$ cat config.mk
export PLATFORM = sky130hd
export DESIGN_NAME = fetch_queue
export DESIGN_NICKNAME = d
export VERILOG_FILES = /design/src/rtl/fetch_queue.sv
export SDC_FILE = /design/constraint.sdc
export NUM_CORES = 1
export LEC_CHECK = 0
export CORE_AREA = 2 2 95 97
export DETAILED_ROUTE_END_ITERATION = 6
export DIE_AREA = 0 0 97 99
export GPL_ROUTABILITY_DRIVEN = 0
export PLACE_DENSITY = 0.8
export RECOVER_POWER = 25
export SLEW_MARGIN = 0
export SYNTH_ARGS = -nofsm -noshare
export SYNTH_HDL_FRONTEND = slang
export SYNTH_SLANG_ARGS = --single-unit
export TNS_END_PERCENT = 30
$ cat constraint.sdc
create_clock -name clk -period 5.2 [get_ports clk]
set_input_delay 1.04 -clock clk [delete_from_list [all_inputs] [get_ports clk]]
set_output_delay 1.04 -clock clk [all_outputs]
set_load 0.03 [all_outputs]
$ cat src/rtl/fetch_queue.sv
// Instruction fetch stage: owns the PC, issues single-outstanding imem requests,
// and buffers fetched words with their PC in a 2-entry FIFO for decode.
module fetch_queue #(
   parameter logic [15:0] RESET_PC = 16'h0000,
   parameter logic [15:0] NOP_WORD = 16'h0800
) (
   input  logic        clk,
   input  logic        rst_n,
   output logic        imem_req,
   output logic [15:0] imem_addr,
   input  logic        imem_ack,
   input  logic [15:0] imem_rdata,
   input  logic        redirect_valid,
   input  logic [15:0] redirect_pc,
   input  logic        dec_ready,
   output logic        inst_valid,
   output logic [15:0] instruction,
   output logic [15:0] PC_out,
   output logic [15:0] next_PC_out,
   output logic        halted,
   output logic        err
);

   typedef enum logic [1:0] {FETCH, WAIT, DRAIN, HALTED} state_t;

   state_t      state, state_next;
   logic [15:0] pc;
   logic [15:0] fifo_instr [2];
   logic [15:0] fifo_pc [2];
   logic        rd_ptr, wr_ptr;
   logic [1:0]  count;
   logic        push, pop, is_halt, err_set;

   always_comb begin
      // Gated with rst_n so the request drops the instant reset asserts.
      imem_req = rst_n && (((state == FETCH) && (count < 2'd2) && !redirect_valid) ||
                           (state == WAIT) || (state == DRAIN));
      is_halt  = (imem_rdata[15:11] == 5'b00000);
      push     = imem_ack && !redirect_valid &&
                 (((state == FETCH) && imem_req) || (state == WAIT));
      pop      = inst_valid && dec_ready && !redirect_valid;
      err_set  = imem_ack && (((state == FETCH) && !imem_req) || (state == HALTED));
   end

   always_comb begin
      state_next = state;
      case (state)
         FETCH: begin
            if (!redirect_valid && imem_req) begin
               if (imem_ack) state_next = is_halt ? HALTED : FETCH;
               else          state_next = WAIT;
            end
         end
         WAIT: begin
            if (imem_ack)            state_next = (redirect_valid || !is_halt) ? FETCH : HALTED;
            else if (redirect_valid) state_next = DRAIN;
         end
         DRAIN: begin
            if (imem_ack) state_next = FETCH;
         end
         HALTED: begin
            if (redirect_valid) state_next = FETCH;
         end
         default: state_next = FETCH;
      endcase
   end

   always_ff @(posedge clk or negedge rst_n) begin
      if (!rst_n) begin
         state <= FETCH;
         pc    <= RESET_PC;
         err   <= 1'b0;
      end else begin
         state <= state_next;
         if (redirect_valid) pc <= redirect_pc;
         else if (push)      pc <= pc + 16'd2;
         if (err_set) err <= 1'b1;
      end
   end

   // Flush wins over push and pop; otherwise a simultaneous push/pop keeps count.
   always_ff @(posedge clk or negedge rst_n) begin
      if (!rst_n) begin
         count  <= 2'd0;
         rd_ptr <= 1'b0;
         wr_ptr <= 1'b0;
      end else if (redirect_valid) begin
         count  <= 2'd0;
         rd_ptr <= 1'b0;
         wr_ptr <= 1'b0;
      end else begin
         if (push) wr_ptr <= ~wr_ptr;
         if (pop)  rd_ptr <= ~rd_ptr;
         if (push && !pop)      count <= count + 2'd1;
         else if (pop && !push) count <= count - 2'd1;
      end
   end

   always_ff @(posedge clk) begin
      if (push && !redirect_valid) begin
         fifo_instr[wr_ptr] <= imem_rdata;
         fifo_pc[wr_ptr]    <= pc;
      end
   end

   always_comb begin
      inst_valid  = (count != 2'd0);
      instruction = inst_valid ? fifo_instr[rd_ptr] : NOP_WORD;
      PC_out      = inst_valid ? fifo_pc[rd_ptr] : pc;
      halted      = (state == HALTED) && (count == 2'd0);
   end

   assign next_PC_out = PC_out + 16'd2;
   assign imem_addr   = pc;

endmodule

# After elaboration in Yosys (flattened, before gate mapping)
# Memory sizes are Yosys's and may differ from the RTL's.
# Cells that the tools add are included.
[word_totals]
reg_bits = 23
ramBits = 64
inputBits = 37
output_inout_bits = 68
wordCells = 77
mem_count = 2
[mem_list]
columns = ["memory", "depth", "width", "rd", "rd_ports_with_merged_regs", "write_ports", "line", "source"]
rows = [
  ["fifo_instr", 2, 16, 1, 0, 1, "28", "logic [15:0] fifo_instr [2];"],
  ["fifo_pc", 2, 16, 1, 0, 1, "29", "logic [15:0] fifo_pc [2];"],
]
[classes]
addsub = 4
order_cmp = 1
eq_ne = 7
mux = 22
bitwise = 2
n_reduce_logical = 33
[ops]
columns = ["op", "n"]
rows = [
  ["2-to-1 mux 16 bit", 4],
  ["adder 16 x 2 -> 16 bit, second input constant", 2],
  ["2-to-1 mux 2 bit", 11],
  ["logical AND 1 bit", 15],
  ["one-hot mux 2 bit (4 select lines)", 1],
  ["2-to-1 mux 1 bit", 6],
  ["nonzero test 2 bit", 3],
  ["zero test 1 bit", 5],
  ["zero test 5 bit", 1],
  ["logical OR 1 bit", 5],
  ["equality test 2 bit, second input constant", 2],
  ["zero test 2 bit", 2],
  ["inequality test 2 bit, second input constant", 2],
  ["AND reduction 4 bit", 1],
  ["inequality test 3 bit, second input constant", 1],
  ["nonzero test 3 bit", 1],
  ["adder 2 x 1 -> 2 bit, second input constant", 1],
  ["equality test 2 x 1 -> 1 bit, second input constant", 1],
  ["< comparator 2 bit, second input constant", 1],
  ["inequality test 2 x 1 -> 1 bit, second input constant", 1],
  ["inverter 1 bit", 2],
  ["subtractor 2 x 1 -> 2 bit, second input constant", 1],
]

# Depth between registers and ports, before layout
# Gate-level depths: netlist of run 1.
[logic_depth]
word_depth = 14
ltp_mapped = 10
depth_no_buf = 8

# Worst setup path before layout of run 1
# Ideal clock, no wire load.
[synth_path]
kind = "input -> register"
startpoint = "input port imem_ack"
endpoint = "memory fifo_instr[1][0], enable pin"
setup_ps = 468
arrival_time_ps = 3918
required_time_ps = 4732
slack_ps = 814
stages = 3
n_path_buf = 0
cell_sequence = "nor2b_1 -> o21ai_0 -> nor3b_1"
[synth_between]
elab_chain_len = 5
[synth_lines]
columns = ["item", "line", "source"]
rows = [
  ["start: declaration", "11", "input logic imem_ack,"],
  ["logical AND 1 bit (2 in a row)", "39", "push = imem_ack && !redirect_valid &&"],
  ["logical AND 1 bit", "100", "if (push && !redirect_valid) begin"],
  ["2-to-1 mux 1 bit", "100", ""],
  ["2-to-1 mux 1 bit (not written as such)", "101", "fifo_instr[wr_ptr] <= imem_rdata;"],
  ["end: declaration", "28", ""],
]
# No other way between the ends.

# Worst setup path in the final report of run 1
[layout_path]
startpoint = "register count[1]"
endpoint = "output port next_PC_out[15]"
[layout_between]
elab_chain_len = 3
[layout_lines]
columns = ["item", "line", "source"]
rows = [
  ["start: declaration", "31", "logic [1:0] count;"],
  ["start signal: assignment", "94", "if (push && !pop) count <= count + 2'd1;"],
  ["start signal: assignment", "95", "else if (pop && !push) count <= count - 2'd1;"],
  ["nonzero test 2 bit", "107", "inst_valid = (count != 2'd0);"],
  ["2-to-1 mux 16 bit", "109", "PC_out = inst_valid ? fifo_pc[rd_ptr] : pc;"],
  ["adder 16 x 2 -> 16 bit", "113", "assign next_PC_out = PC_out + 16'd2;"],
  ["end: declaration", "19", "output logic [15:0] next_PC_out,"],
]
# No other way between the ends.

==> metrics.csv, run 1 <==
metric,value,unit
P_leak,1.88,nW
CORE AREA,8550,µm²
"FFs w/ async S/R, synth",26.4,%
First-pass DRT Iterations,4,
Mean Syn Cell Area,12.4,µm²
CP Launch Point,count[1]$_DFFE_PN0P_,
sequential-to-total area share from yosys stat,60.6,%
chip height,99,µm
CP Data Required Time,4.16,ns
vias in the first global route,2883,
Peak supply drop,0.000158,V
net switching power of the design,585,µW
Starting Density,48.2,%
final worst slack,0.496,ns
Max Transition Viols Final,0,
DRT iter0 DRCs,210,
pre-CTS WS,0.851,ns
Internal,1.17,mW
Hold Crit Start,err$_DFFE_PN0P_,
Die X,97,µm
Site Rows,34,
"commonest non-fill, non-tap cell in the layout",clkdlybuf4s50_1,
Synth warnings,0,
syn_nets,370,
setup violators final,0,
Final Power,1.76,mW
Worst-path clk slew,0.10,ns
fin crit share,90.5,%
Final Cell Area,5450,µm²
clock sink total,87,
Post-Syn Instances,331,
mapped cell area,4120,µm²
Num CTS Buffers,9,
Yosys reg bits,87,
hpwl dp,6.31,mm
CP Class,reg -> out,
min Tclk post-route,4.70,ns
crit path DAT,3.66,ns
number of distinct library cells after synthesis,37,
"Area growth, synth to finish",32.2,%
Worst-Margin Slew,0.625,ns
Via Count,2844,
final-report hold violation count,0,
Filler cells,674,
register area,2500,µm²
layout cells sized above 1,9.34,%
clock buffer depth,2,
DRT antenna net count,0,
sequential power share,47.2,%
Clk network pwr share,26.2,%
H-tree Lvls,3,
Root Driver,clkbuf_8,
first-pass GRT wire length,14.4,mm
Comb power frac,26.6,%
hold worst-path end,err$_DFFE_PN0P_,
"commonest non-fill, non-tap cells in the layout","89 x clkdlybuf4s50_1, 64 x edfxtp_1, 32 x mux2i_1",
Net Sw Frac,33.3,%
antenna violations before repair,0,
All-Layer GR Usage,19.0,%
r2r setup slk,3.03,ns
DR vias/cell,5.20,
Power Density,322,nW/µm²
Synth Flop Type,edfxtp_1,
hold crit path type,reg -> reg,
Worst Setup End Kind,primary output,
grt ovf,0,
wire length per cell,16.3,µm
crit-path max FO,21,
Post-CTS Resized,0,
Reg-to-Reg Start,count[1]$_DFFE_PN0P_,
max cap viols,0,
Nets,473,
unrepaired setup endpoints after global routing,no,
footprint of the multi-input gates,1490,µm²
worst r2r dst,fifo_pc[1][3]$_DFFE_PP_,
DIE AREA,9600,µm²
CTS Hold Bufs,0,
area post-placement,5250,µm²
pin count of the biggest net entering global routing,41,
clk_lat worst skew,0.36,ns
ant diodes,0,
CTS tree,built,
post-CTS setup buffers,0,
r2r worst-path depth,4,
status,"finished, final reports clean",
number of flops mapped to enable cells by yosys,64,
slew margin rel.,58.3,%
hold path depth,1,
crit start category,register,
DRC viols,0,
Final TNS setup,0,ns
achievable clock frequency,213,MHz
final wirelength,8.90,mm
skew final,0.00884,ns
I/O pin count,105,
I/O Buffers,104,
cell usage after synthesis, drive strengths merged, types with 4 or more instances:
cell type | number | share of area, %
mux2i | 32 | 7.8
xor2 | 5 | 1.1
and3 | 4 | 0.61
dfrtp | 23 | 14
nor3 | 15 | 1.8
nor2b | 7 | 1.1
nand4 | 6 | 0.91
mux2 | 7 | 1.9
nor2 | 29 | 2.9
nand2 | 27 | 2.5
o21ai | 20 | 2.4
and4 | 4 | 0.85
buf | 9 | 1.6
nand3 | 9 | 1.1
inv | 10 | 1.0
a21oi | 10 | 1.7
clkbuf | 8 | 0.73
edfxtp | 64 | 47
xnor2 | 25 | 5.3
routing by layer:
metal	global-route usage (%)	part of all wire [%]	vias up
li1	-	-	1394
met1	23.6	41	1362
met2	33.5	53	76
met3	3.90	5.1	12
met4	6.18	1.4	0
met5	0	0	-
critical path, stage by stage (launching register included):
cell             delay (ns)
dfrtp_1                0.58
nor2_4                 0.52
inv_6                  0.17
a21oi_1                0.32
ha_1                   0.25
and3_1                 0.32
nand4_1                0.22
xnor2_1                0.21
clkdlybuf4s50_1        0.69
power groups by stage:
| stage | sequential [mW] | combinational [mW] | clock, mW |
|---|---|---|---|
| 6_report | 0.829 | 0.466 | 0.460 |
| 5_1_grt | 0.834 | 0.495 | 0.495 |
| 4_1_cts | 0.828 | 0.474 | 0.467 |
| 3_5_place_dp | 0.843 | 0.471 | 0 |
| 3_3_place_gp | 0.841 | 0.468 | 0 |
| 2_1_floorplan | 0.849 | 0.268 | 0 |
state kept, by name (all words and copies together), names as in the netlist:
register	count
fifo_instr	32
fifo_pc	32
imem_addr	16
count	2
state	2
err	1
rd_ptr	1
wr_ptr	1
cell type report:
class | count | area share (%)
timing repair buffer | 109 | 19.8
tap | 108 | 2.48
clock buffer | 9 | 2.27
inverter | 10 | 0.781
sequential | 87 | 45.9
clock inverter | 7 | 1.40
multi-input combinational | 217 | 27.4
worst max path at each step:
stage                                      end  slack, ns  cells after the start
global placement               next_PC_out[15]       0.97                      8
floorplan           fifo_instr[1][0]$_DFFE_PP_       0.81                      3
finish                         next_PC_out[15]       0.50                      8
global route                   next_PC_out[15]       0.29                      8
detailed placement             next_PC_out[15]       0.85                      8
CTS                            next_PC_out[15]       0.44                      8
through the flow:
step                      util [%]  std cells  hold WS [ns]
after floorplan                  -        331         0.525
after global placement        61.4        531         0.462
after detailed placement      61.4        531         0.503
after CTS                     63.7        547         0.557
after global routing          63.7        547         0.566
final                         63.7        547         0.547
cells by family after synthesis:
kind of cell	after synthesis	synth area share [%]
buffers and inverters	27	3.40
AND/OR/NAND/NOR	107	13.5
flip-flops	87	60.6
multiplexers	39	9.69
XOR/XNOR	30	6.38
adder cells (fa/ha/maj)	2	0.607
AO/OA/AOI/OAI	39	5.80
(Power assumes the default switching activity.)
==> inputs of run 2 (changes only) <==
--- a/config.mk
+++ b/config.mk
@@ -9,6 +9,7 @@
 export DETAILED_ROUTE_END_ITERATION = 6
 export DIE_AREA = 0 0 97 99
 export GPL_ROUTABILITY_DRIVEN = 0
+export GPL_TIMING_DRIVEN = 0
 export PLACE_DENSITY = 0.8
 export RECOVER_POWER = 25
 export SLEW_MARGIN = 0
==> run 2 against run 1 <==
Against the previous run:
- die area did not move
- clock power rose by 2%
- first-iteration DRC count fell by 26%
- flip-flop and latch count did not move
- sequential power fell by 1%
- via count rose by 4.5%
- non-clock buffer count rose by 18
- largest cell class unchanged
==> metrics.csv, run 2 (synthesis gave the netlist of run 1 again) <==
metric,value,unit
min Tclk post-route,4.57,ns
worst r2r dst,fifo_instr[1][9]$_DFFE_PP_,
Post-CTS Resized,0,
setup violators final,0,
chip height,99,µm
achievable clock frequency,219,MHz
area post-placement,5370,µm²
DR vias/cell,5.26,
CP Data Required Time,4.16,ns
fin crit share,87.9,%
All-Layer GR Usage,20.0,%
vias in the first global route,2977,
First-pass DRT Iterations,4,
status,"finished, final reports clean",
Reg-to-Reg Start,count[1]$_DFFE_PN0P_,
Power Density,319,nW/µm²
DRC viols,0,
DRT antenna net count,0,
final std cells w/o fill,565,
Worst-path clk slew,0.10,ns
CP Class,reg -> out,
CTS Hold Bufs,0,
pin count of the biggest net entering global routing,26,
antenna violations before repair,0,
clock sink total,87,
final-report hold violation count,0,
DRT iter0 DRCs,156,
hold path depth,1,
grt ovf,0,
"commonest non-fill, non-tap cell in the layout",clkdlybuf4s50_1,
max cap viols,0,
"commonest non-fill, non-tap cells in the layout","89 x clkdlybuf4s50_1, 64 x edfxtp_1, 32 x mux2i_1",
H-tree Lvls,3,
crit start category,register,
Final TNS setup,0,ns
P_leak,1.95,nW
Final Cell Area,5570,µm²
Peak supply drop,0.000168,V
Die X,97,µm
Hold Crit Start,err$_DFFE_PN0P_,
pre-CTS WS,0.799,ns
ant diodes,0,
placed cells,549,
first-pass GRT wire length,15.1,mm
Via Count,2973,
final wirelength,9.45,mm
hold crit path type,reg -> reg,
wire length per cell,16.7,µm
CORE AREA,8550,µm²
Worst-Margin Slew,1.16,ns
CP max-delay cell,clkdlybuf4s50_1,
hpwl dp,6.92,mm
Num CTS Buffers,9,
Starting Density,48.2,%
"Largest stage delay, worst path",0.70,ns
layout cells sized above 1,10.9,%
crit path DAT,3.53,ns
CP Cell Sequence,"nor2_4, inv_6, buf_6, a21oi_1, ha_1, and3_1, clkbuf_1, nand4_1, xnor2_1, clkdlybuf4s50_1",
crit-path max FO,10,
skew final,0.0138,ns
hold worst-path end,err$_DFFE_PN0P_,
unrepaired setup endpoints after global routing,no,
r2r worst-path depth,4,
I/O pin count,105,
Max Transition Viols Final,0,
"Area growth, synth to finish",35.3,%
Root Driver,clkbuf_8,
Worst Setup End Kind,primary output,
final worst slack,0.627,ns
CTS tree,built,
DIE AREA,9600,µm²
Final Power,1.78,mW
I/O Buffers,104,
post-CTS setup buffers,0,
r2r setup slk,2.84,ns
Nets,491,
Site Rows,34,
clock buffer depth,2,
slew margin rel.,22.6,%
clk_lat worst skew,0.37,ns
run 2: cell count changes in the layout (fill, tap and decap cells not counted), sizes merged:
cell,before,now
clkbuf,9,17
inv,13,14
buf,5,15
clkinvlp,0,1
clkinv,4,2
run 2: power by group:
group,internal (mW),switching [mW],total [mW]
Sequential,0.783,0.0370,0.820
Clock,0.190,0.280,0.471
Combinational,0.207,0.282,0.488
Total,1.18,0.599,1.78
run 2: how the worst max path moves through the flow:
stage / startpoint / end / slack, ns / depth (start not counted)
6_report: count[1]$_DFFE_PN0P_ / next_PC_out[15] / 0.63 / 10
5_1_grt: count[1]$_DFFE_PN0P_ / next_PC_out[15] / 0.47 / 10
4_1_cts: count[1]$_DFFE_PN0P_ / next_PC_out[15] / 0.62 / 10
3_5_place_dp: rst_n / imem_req / 0.80 / 3
3_3_place_gp: rst_n / fifo_instr[1][8]$_DFFE_PP_ / -1.99 / 4
2_1_floorplan: imem_ack / fifo_instr[1][0]$_DFFE_PP_ / 0.81 / 3
run 2: metrics by stage:
step	hold WS [ns]	utilization, %
after floorplan	0.525	-
after global placement	0.461	61.9
after detailed placement	0.474	62.8
after CTS	0.496	65.2
after global routing	0.507	65.2
final	0.495	65.2
run 2: critical path, delay by kind of cell (launching register included):
kind / cells / cell delay [ns]
AOI/OAI and AO/OA: 1 / 0.33
xor gates and xnor gates: 1 / 0.24
adders and majority gates: 1 / 0.26
buffers and inverters: 4 / 1.22
DFF: 1 / 0.49
and+or+nand+nor: 3 / 0.61
run 2: metal layers:
metal / vias up / part of all wire, % / GRT usage [%]
li1: 1440 / - / -
met1: 1449 / 42 / 24.6
met2: 72 / 53 / 36.2
met3: 12 / 3.4 / 2.98
met4: 0 / 1.5 / 6.93
met5: - / 0 / 0
run 2: area by class of cell:
cell class / count / area (µm²)
plain buffers: 17 / 97.6
clock buffers: 9 / 124
clock inverters: 7 / 75.1
fillers: 658 / 2980
inverters: 10 / 42.5
multi-input cells: 217 / 1490
flip-flops and latches: 87 / 2500
well taps: 108 / 135
repair buffers: 110 / 1110
